`src/rtl/dest_reg_pipeline_pkg.sv`:
```
// Shared types for the destination-register pipeline: stage record layout,
// bubble constant and FSM state encoding.
package dest_reg_pipeline_pkg;

  localparam int NB_REG = 5;

  typedef enum logic {
    RUN   = 1'b0,
    STALL = 1'b1
  } state_t;

  typedef struct packed {
    logic [NB_REG-1:0] dest;
    logic              reg_write;
    logic              mem_read;
  } stage_t;

  localparam int     STAGE_W      = $bits(stage_t);
  localparam stage_t STAGE_BUBBLE = '0;

endpackage

```
`src/rtl/dest_reg_pipeline_stage.sv`:
```
// One pipeline stage register: async clear, hold when disabled, and a
// select that loads the bubble record instead of the incoming data.
module pipe_stage_reg
  import dest_reg_pipeline_pkg::*;
#(
  parameter int           W      = STAGE_W,
  parameter logic [W-1:0] BUBBLE = STAGE_BUBBLE
) (
  input  logic         clock_i,
  input  logic         reset_n_i,
  input  logic         en_i,
  input  logic         bubble_i,
  input  logic [W-1:0] d_i,
  output logic [W-1:0] q_o
);

  logic [W-1:0] stage_q;
  logic [W-1:0] stage_d;

  assign stage_d = bubble_i ? BUBBLE : d_i;

  always_ff @(posedge clock_i or negedge reset_n_i) begin
    if (!reset_n_i) begin
      stage_q <= '0;
    end else if (en_i) begin
      stage_q <= stage_d;
    end
  end

  assign q_o = stage_q;

endmodule

```
`src/rtl/dest_reg_pipeline.sv`:
```
// Destination-register tracking through EX, EX/MEM and MEM/WB, plus load-use
// hazard detection (stall PC/IF-ID, bubble EX) and a saturating stall counter.
module dest_reg_pipeline #(
  parameter int NB_REG = 5,
  parameter int NB_CNT = 16
) (
  input  logic              clock_i,
  input  logic              reset_n_i,
  input  logic              enable_i,
  input  logic              flush_i,
  input  logic [NB_REG-1:0] id_write_reg_i,
  input  logic              id_reg_write_i,
  input  logic              id_mem_read_i,
  input  logic [NB_REG-1:0] id_rs_i,
  input  logic [NB_REG-1:0] id_rt_i,
  input  logic              id_uses_rt_i,
  input  logic              cnt_clear_i,
  output logic [NB_REG-1:0] ex_write_reg_o,
  output logic [NB_REG-1:0] ex_mem_writeReg_o,
  output logic [NB_REG-1:0] mem_wb_writeReg_o,
  output logic              ex_mem_reg_write_o,
  output logic              mem_wb_reg_write_o,
  output logic              stall_o,
  output logic              bubble_o,
  output logic [NB_CNT-1:0] stall_cnt_o
);

  import dest_reg_pipeline_pkg::*;

  stage_t            id_d;
  stage_t            ex_q;
  stage_t            exm_q;
  stage_t            mw_q;
  logic              hz;
  logic              mw_mem_read_unused;
  state_t            state_q;
  state_t            state_d;
  logic [NB_CNT-1:0] cnt_q;
  logic [NB_CNT-1:0] cnt_d;

  // Writes to $0 are dropped here so forwarding never has to check for zero.
  always_comb begin
    id_d           = STAGE_BUBBLE;
    id_d.dest      = id_write_reg_i;
    id_d.reg_write = id_reg_write_i && (id_write_reg_i != '0);
    id_d.mem_read  = id_mem_read_i;
  end

  assign hz = ex_q.mem_read && (ex_q.dest != '0) &&
              ((ex_q.dest == id_rs_i) || (id_uses_rt_i && (ex_q.dest == id_rt_i)));

  // A taken branch kills the ID instruction, so it never needs to wait.
  assign stall_o  = hz && !flush_i && enable_i;
  assign bubble_o = enable_i && (stall_o || flush_i);

  pipe_stage_reg u_ex (
    .clock_i  (clock_i),
    .reset_n_i(reset_n_i),
    .en_i     (enable_i),
    .bubble_i (bubble_o),
    .d_i      (id_d),
    .q_o      (ex_q)
  );

  pipe_stage_reg u_ex_mem (
    .clock_i  (clock_i),
    .reset_n_i(reset_n_i),
    .en_i     (enable_i),
    .bubble_i (1'b0),
    .d_i      (ex_q),
    .q_o      (exm_q)
  );

  pipe_stage_reg u_mem_wb (
    .clock_i  (clock_i),
    .reset_n_i(reset_n_i),
    .en_i     (enable_i),
    .bubble_i (1'b0),
    .d_i      (exm_q),
    .q_o      (mw_q)
  );

  assign mw_mem_read_unused = mw_q.mem_read;

  always_ff @(posedge clock_i or negedge reset_n_i) begin
    if (!reset_n_i) begin
      state_q <= RUN;
      cnt_q   <= '0;
    end else begin
      state_q <= state_d;
      cnt_q   <= cnt_d;
    end
  end

  // A hazard still present in STALL is a protocol violation; stall again.
  always_comb begin
    state_d = state_q;
    if (enable_i) begin
      case (state_q)
        RUN:     state_d = stall_o ? STALL : RUN;
        STALL:   state_d = stall_o ? STALL : RUN;
        default: state_d = RUN;
      endcase
    end
  end

  always_comb begin
    cnt_d = cnt_q;
    if (cnt_clear_i) begin
      cnt_d = '0;
    end else if (stall_o && (cnt_q != '1)) begin
      cnt_d = cnt_q + 1'b1;
    end
  end

  assign ex_write_reg_o     = ex_q.dest;
  assign ex_mem_writeReg_o  = exm_q.dest;
  assign ex_mem_reg_write_o = exm_q.reg_write;
  assign mem_wb_writeReg_o  = mw_q.dest;
  assign mem_wb_reg_write_o = mw_q.reg_write;
  assign stall_cnt_o        = cnt_q;

endmodule

```
`config.mk`:
```
export PLATFORM = sky130hd
export DESIGN_NAME = dest_reg_pipeline
export DESIGN_NICKNAME = d
export VERILOG_FILES = /design/src/rtl/dest_reg_pipeline_pkg.sv /design/src/rtl/dest_reg_pipeline_stage.sv /design/src/rtl/dest_reg_pipeline.sv
export SDC_FILE = /design/constraint.sdc
export NUM_CORES = 1
export LEC_CHECK = 0
export CORE_MARGIN = 1
export CORE_UTILIZATION = 45
export DETAILED_ROUTE_END_ITERATION = 10
export GPL_ROUTABILITY_DRIVEN = 0
export GPL_TIMING_DRIVEN = 0
export HOLD_SLACK_MARGIN = 0.12
export PLACE_DENSITY_LB_ADDON = 0.15
export RECOVER_POWER = 25
export SETUP_SLACK_MARGIN = 0.15
export SLEW_MARGIN = 20
export SYNTH_ARGS = -nofsm -noshare
export SYNTH_HDL_FRONTEND = slang
export SYNTH_HIERARCHICAL = 1
export SYNTH_SLANG_ARGS = --single-unit
```
`constraint.sdc`:
```
create_clock -name clock_i -period 2.5 [get_ports clock_i]
set_input_delay 0.25 -clock clock_i [delete_from_list [all_inputs] [get_ports clock_i]]
set_output_delay 0.25 -clock clock_i [all_outputs]
set_load 0.05 [all_outputs]
```
# == Yosys cells after proc, flatten, opt, wreduce, memory -nomap -nowiden ==
# Cells that the tools add are included.
# totals
regBits,37
# op_classes
n_addsub,1
eq_ne,3
muxes,3
n_reduce_logical,14
# ops
op,n
$mux W16,2
$add A16 B1 Y16 const B,1
$ne A16 B16 Y1 const B,1
$eq A5 B5 Y1,2
$reduce_bool A5 Y1,2
$logic_and A1 B1 Y1,8
$mux W7,1
$logic_or A1 B1 Y1,2
$reduce_bool A2 Y1,1
$logic_not A1 Y1,1

# == Depth between registers and ports, before layout ==
# depth
ltp_word,9
mapped_depth,8
depth_no_buf,7

# == By module ==
# Netlist, hierarchy kept.
# by_module_without_submodules
module,n_inst,cells_per_inst,area_each_um2,seq_area_each_um2
dest_reg_pipeline,1,126,1118.6,400.4
pipe_stage_reg,3,29,300.3,175.2

# == Worst setup path after synthesis ==
# OpenSTA, ideal clock, no wires.
# synth_timing
kind,register to register
start,"register u_ex.stage_q[6], in the netlist u_ex/q_o[6]"
end,"register u_ex.stage_q[4], in the netlist u_ex/q_o[4]"
setup_time_ns,0.127
t_arrival_ns,2.949
required_time_ns,2.373
setup_slack_ns,-0.576
stages_incl_launch_ff,9
path_buffers,1
path_cell_list,dfrtp_1 > xor2_1 > nor4_1 > a32oi_1 > buf_4 > nor2b_1 > o21a_1 > nand3b_1 > o21ai_0
# synth_between
elab_chain_cells,9
# synth_lines
item,line,rtl
"start, declared",dest_reg_pipeline_stage.sv:17,logic [W-1:0] stage_q;
"start signal, assigned",dest_reg_pipeline_stage.sv:26,stage_q <= stage_d;
$eq A5 B5 Y1,dest_reg_pipeline.sv:50,((ex_q.dest == id_rs_i) || (id_uses_rt_i && (ex_q.dest == id_rt_i)));
$logic_and A1 B1 Y1,dest_reg_pipeline.sv:50,
$logic_or A1 B1 Y1,dest_reg_pipeline.sv:50,
$logic_and A1 B1 Y1 (*),dest_reg_pipeline.sv:49,assign hz = ex_q.mem_read && (ex_q.dest != '0) &&
$logic_and A1 B1 Y1 (*) (2 in a row),dest_reg_pipeline.sv:53,assign stall_o = hz && !flush_i && enable_i;
via stall_o,dest_reg_pipeline.sv:23,"output logic stall_o,"
$logic_or A1 B1 Y1 (*),dest_reg_pipeline.sv:54,assign bubble_o = enable_i && (stall_o || flush_i);
$logic_and A1 B1 Y1 (*),dest_reg_pipeline.sv:54,
via bubble_o,dest_reg_pipeline.sv:24,"output logic bubble_o,"
$mux W7 (*),dest_reg_pipeline_stage.sv:20,assign stage_d = bubble_i ? BUBBLE : d_i;
# The timed path passes the listed nets; every way through them passes the cells marked *.
# A chain may end at the register's enable or synchronous reset.

# == Final worst setup path ==
# layout_timing
start,"register u_ex.stage_q[4], in the netlist u_ex/q_o[4]"
end,output port bubble_o
# layout_between
elab_chain_cells,8
# layout_lines
item,line
$eq A5 B5 Y1,dest_reg_pipeline.sv:50
$logic_and A1 B1 Y1,dest_reg_pipeline.sv:50
$logic_or A1 B1 Y1,dest_reg_pipeline.sv:50
$logic_and A1 B1 Y1 (*),dest_reg_pipeline.sv:49
$logic_and A1 B1 Y1 (*) (2 in a row),dest_reg_pipeline.sv:53
$logic_or A1 B1 Y1 (*),dest_reg_pipeline.sv:54
$logic_and A1 B1 Y1 (*),dest_reg_pipeline.sv:54
"end, declared",dest_reg_pipeline.sv:24
# Every way passes the cells marked *; elsewhere a longest branch is shown, timed or not.

==> impl_metrics.ini <==
[status]
outcome = finished, final reports clean

[critical_path]
r2r_setup_slack_ns = 0.28
slowest_stage = dfrtp_2
reg2reg_depth = 7
cp-endpoint = bubble_o
rr_endpoint = stall_cnt_o[5]
path_class = reg2out
crit_path_end_kind = primary output
arrival_ns = 2.04
crit_chain = xor2_1 -> nor4_1 -> a32oi_1 -> buf_4 -> nor2b_4 -> o21a_4 -> buf_8
cp-startpoint = u_ex/q_o[4]
crit_fanout = 8
required_ns = 2.25
start_kind = register
r2r_start = u_ex/q_o[4]
slowest_delay_ns = 0.44

[flow_run]
timing.max_cap.violations = 0

[place]
io_buffers = 57
hpwlAfterDp_mm = 3.35
place_area_um2 = 2640
dp_slack_ns = -0.728

[die]
dieArea_um2 = 4570
initial_core_util_pct = 47.7
core_area_um2 = 4060
die_height_um = 67.6
io_pins = 58
dieWidth_um = 67.6
rows = 23

[clock_tree]
clk_pin_slew_ns = 0.07
htreeDepth = 2
cts-root-buf = clkbuf_8
cts_buffers = 5
clk_latency_ns = 0.28
cts_num_sinks = 35
clockBufferDepth = 2
cts_tree = built

[routing]
drt-initial-drc-count = 122
wl_mm = 4.82
top_layer_used = met4
dr.pass1.iters = 4
viasPerCell = 5.34
routedWlPerCell_um = 14.1
vias = 1833
wl_met2_mm = 2.25
dr_wl_met3_um = 252
drc_errors = 0
ant_nets = 0
met1Wirelength_mm = 2.26

[timing]
hold_violations = 0
setup_viol = 0
maxSlewViolCount = 0
fmax_mhz = 436
rsz0062_at_grt = no
slew_headroom_pct = 50.9
period_minus_slack_ns = 2.29
tightest_slew_ns = 0.737
fin_skew_ns = 0.00439
fin_ws_ns = 0.207
finalCritPeriodShare_pct = 91.7

[power]
p_per_area_nw_per_um2 = 487
peakVddDrop_mv = 0.362
totalPowerFinal_w = 0.00137
p_leak_nw = 1.12

[yosys]
synth_warnings = 6
synth_area_um2 = 1940
postSynthCellCount = 205
synth_area_per_cell_um2 = 9.45

[final_layout]
nets = 316
design_area_um2 = 2820
synthToLayoutAreaGrowth_pct = 45.4
drive_gt1_share_pct = 12.3
nFillCells = 333
antenna_cells = 0

[global_routing]
grt_pass1_wl_mm = 7.59
grt_usage_pct = 22.7
antenna_found_initial = 0
grt-ovfl-total = 0
grt_start_max_net_pins = 33
grt_pass1_vias = 1608

[worst_hold_path]
min_path_type = in2async
per-stage QoR:
stage	util [%]	setup TNS [ns]	hold WS [ns]	std cells
2_1_floorplan	-	0	-0.0456	216
4_1_cts	67.6	0	0.301	333
6_report	69.4	0	0.341	343
3_5_place_dp	65.1	-3.63	0.0718	324
5_1_grt	69.4	0	0.370	343
3_3_place_gp	64.7	-3.08	0.499	323
final cells by class:
| type | instances | area (µm²) | share of cell area [%] |
|---|---|---|---|
| tap | 50 | 62.6 | 2.22 |
| buffer | 8 | 57.6 | 2.04 |
| timing repair buffer | 69 | 663 | 23.5 |
| multi-input combinational | 152 | 973 | 34.6 |
| sequential | 35 | 881 | 31.3 |
| inverter | 21 | 78.8 | 2.80 |
| clock buffer | 8 | 100 | 3.55 |
registers in the layout, indices dropped and copies added, names as in the netlist:
register      count
u_ex_mem/q_o      6
stall_cnt_o      16
u_mem_wb/q_o      6
u_ex/q_o          7
routing by layer:
layer / global-route usage [%] / vias to the layer above
met5: 0 / -
met1: 30.7 / 866
met3: 4.90 / 6
met4: 9.57 / 0
met2: 34.5 / 61
li1: - / 900
layout by cell type (no fill, tap or decap), types with 3 or more instances in the layout:
master and n:
o21ai_0 21, a21oi_1 11, nor3_1 3, or3_1 4
o31ai_1 7, or4_1 9, inv_1 21, nand3b_1 19
clkdlybuf4s50_1 53, dfrtp_1 31, clkbuf_8 7, conb_1 12
nor4_1 3, nor2_1 9, buf_4 11, clkbuf_1 6
nand3_1 6, buf_6 3, xor2_1 9, nand4_1 6
nand2_1 9, dfrtp_2 4
report_power, final:
group / internal, W / leakage, nW / switching [W]
logic: 0.000127 / 0.601 / 0.000180
registers: 0.000592 / 0.469 / 0.0000258
clock network: 0.000251 / 0.0515 / 0.000195
repair_timing:
item	4_1_cts	5_1_grt
setup endpoints to repair	9	4
pin swaps	0	3
hold buffers	1	0
cloned	0	0
endpoints found under the hold margin	35	0
gates resized for setup	12	8
buffers inserted	0	10
worst min path at each step:
stage                      end  depth (start not counted)   startpoint
6_report        stall_cnt_o[3]                          2    reset_n_i
5_1_grt         stall_cnt_o[3]                          2    reset_n_i
4_1_cts         stall_cnt_o[3]                          2    reset_n_i
3_5_place_dp    stall_cnt_o[8]                          1    reset_n_i
3_3_place_gp   u_ex_mem/q_o[1]                          2  u_ex/q_o[1]
2_1_floorplan   stall_cnt_o[0]                          0    reset_n_i
critical path, delay by kind of cell, from the launching register on:
family	cells	cell delay (ns)
AOI/OAI and AO/OA	2	0.34
buffers and inverters	2	0.35
DFF	1	0.44
xor gates and xnor gates	1	0.18
and+or+nand+nor	2	0.46
(Power assumes the default switching activity.)
==> variant: new RTL, same settings <==
`NB_REG` is set to 5 in 2 places; all go to 10.
--- a/src/rtl/dest_reg_pipeline_pkg.sv
+++ b/src/rtl/dest_reg_pipeline_pkg.sv
@@ -2,7 +2,7 @@
 // bubble constant and FSM state encoding.
 package dest_reg_pipeline_pkg;
 
-  localparam int NB_REG = 5;
+  localparam int NB_REG = 10;
 
   typedef enum logic {
     RUN   = 1'b0,
--- a/src/rtl/dest_reg_pipeline.sv
+++ b/src/rtl/dest_reg_pipeline.sv
@@ -1,7 +1,7 @@
 // Destination-register tracking through EX, EX/MEM and MEM/WB, plus load-use
 // hazard detection (stall PC/IF-ID, bubble EX) and a saturating stall counter.
 module dest_reg_pipeline #(
-  parameter int NB_REG = 5,
+  parameter int NB_REG = 10,
   parameter int NB_CNT = 16
 ) (
   input  logic              clock_i,
Interface: changed (6 resized); port bits go from 58 to 88. No check against the original RTL was run, so the function may have changed too.
==> variant against the original RTL <==
- register-to-register slack improved by 30 ps
- count of clock-buffer cells in the layout fell by 2
- sequential power rose by 48%
- setup slack improved by 36 ps
- sequential cell count rose by 15
- final area rose by 35%
- routed wire length rose by 35%
- via count rose by 30%
- area after synthesis rose by 36%
- global-route usage fell by 0.98 points
- die area rose by 35%
- power rose by 51%
- non-clock buffer count rose by 27
- critical endpoint unchanged
- largest cell class is now flip-flops and latches
- largest power group unchanged
==> variant: results (changes against the original RTL) <==
** Placement
- Number of input and output port buffers inserted :: 86 (was 57)
- Half-perimeter wire length after detailed placement :: 4915 um (was 3351 um)
- The post-place instance area is 3656 um2 (was 2641 um2).
- Worst slack at placement :: -456.6 ps (was -727.7 ps)

** Finish
- N_diodes :: 0 (unchanged)
- Number of nets at the end of the flow :: 420 (was 316)
- The number of flip-flops under the largest register name was 16 (unchanged).
- The layout filler cell count came to 467 (was 333).
- Fraction of final layout cells sized beyond drive strength 1 :: 10.99% (was 12.29%)

** Route
- The routed length on met2 is 3079 um (was 2247 um).
- The uppermost metal layer occupied by signal nets was met4 (unchanged).
- The number of search-and-repair iterations in the first detailed-routing pass was 4 (unchanged).
- The number of violations reported at the end of detailed-routing iteration 0 was 151 (was 122).
- Total routed wire length on the met1 layer :: 2966 um (was 2261 um)
- Vias per cell :: 5.242 (was 5.344)
- The final wirelength was 6501 um (was 4820 um).
- Met3 Routed Length :: 406 um (was 252 um)

** Pwr
- Reported leakage power :: 1.493 nW (was 1.121 nW)
- The maximum vdd ir drop came to 0.0002961 V (was 0.0003621 V).

** Clock network
- The maximum count of clock buffers along a single path is 2 (unchanged).
- The TritonCTS buffer count is 5 (unchanged).
- The clock input transition at the sequential cells of the worst setup and hold paths was 90 ps (was 70 ps).
- Number of levels the H-tree was split into :: 2 (unchanged)
- The source-to-sink clock delay at the later pin of the worst-skew pair was 300 ps (was 280 ps).
- Master cell of the clock root buffer :: sky130_fd_sc_hd__clkbuf_8 (unchanged)

** Synth
- Synth warn :: 6 (unchanged)

** Global routing
- The number of global-route vias before repair was 2,185 (was 1,608).
- Total GRT Usage :: 21.68% (was 22.66%)
- First-pass GRT wire length :: 10,360 um (was 7590 um)
- The number of antenna violations at the first check in global routing came to 0 (unchanged).
- Pin count of the biggest net entering global routing :: 33 (unchanged)

** Hold path
- Class of the tightest hold or removal check :: in -> reg (was in -> async)
- Number of cells on the worst hold path :: 2

** Critical path
- The maximum fanout along the worst path is 6 (was 8).
- Arrival time at the worst endpoint :: 2010 ps (was 2040 ps)
- Depth of the worst register-to-register path :: 9 (was 7)

** STA
- Clock Skew :: 6.911 ps (was 4.392 ps)
- The tightest slew margin relative to the limit was 31.38% (was 50.85%).

** Run status
- Result of the run :: finished, final reports clean (unchanged)
## variant: final timing paths
check	from	end	slack (ps)
hold / removal	cnt_clear_i	stall_cnt_o[5]	330
max in group asynchronous	reset_n_i	u_ex/q_o[10]	1140
hold reg to reg	u_mem_wb/q_o[4]	u_mem_wb/q_o[4]	520
setup / recovery	u_ex/q_o[6]	bubble_o	240
setup reg to reg	stall_cnt_o[0]	stall_cnt_o[9]	310
min in group asynchronous	reset_n_i	stall_cnt_o[0]	640
## variant: where the power goes
part | total, W | switching [W] | internal, W
Clock | 0.000692 | 0.000265 | 0.000427
Combinational | 0.000466 | 0.000274 | 0.000192
Sequential | 0.000913 | 0.0000579 | 0.000855
Total | 0.00207 | 0.000597 | 0.00147
## variant: layout make-up
type,count,area (um2),area share [%]
multi-input cells,182,1196,31.43
repair buffers,91,893.4,23.47
well taps,72,90.09,2.367
plain buffers,13,77.57,2.038
flip-flops and latches,50,1264,33.20
clock buffers,6,82.58,2.170
inverters,38,142.6,3.748
clock inverters,2,60.06,1.578
## variant: through the flow
step	instances	power (W)
floorplan	283	0.001186
global placement	441	0.001386
detailed placement	442	0.001397
CTS	451	0.002089
global route	454	0.002147
finish	454	0.002070
## variant: repair_timing
item / in CTS / in global routing
pin swaps: 0 / 1
buffers inserted: 0 / 3
hold endpoints to repair: 18 / 0
gates resized for setup: 12 / 2
hold buffers: 1 / 0
setup endpoints to repair: 15 / 10
## variant: critical path, stage by stage (launching register included)
cell and delay, ps:
sky130_fd_sc_hd__dfrtp_2 470, sky130_fd_sc_hd__xnor2_1 180, sky130_fd_sc_hd__nand4_1 170, sky130_fd_sc_hd__nor4_4 290
sky130_fd_sc_hd__nor2_1 140, sky130_fd_sc_hd__nor2_4 130, sky130_fd_sc_hd__o21a_4 140, sky130_fd_sc_hd__buf_4 190
## variant: metal layers
layer  global-route usage [%]  up-vias
met3                    4.302        6
met5                        0        -
met2                    35.74       86
met1                    29.01     1128
li1                         -     1160
met4                    5.741        0
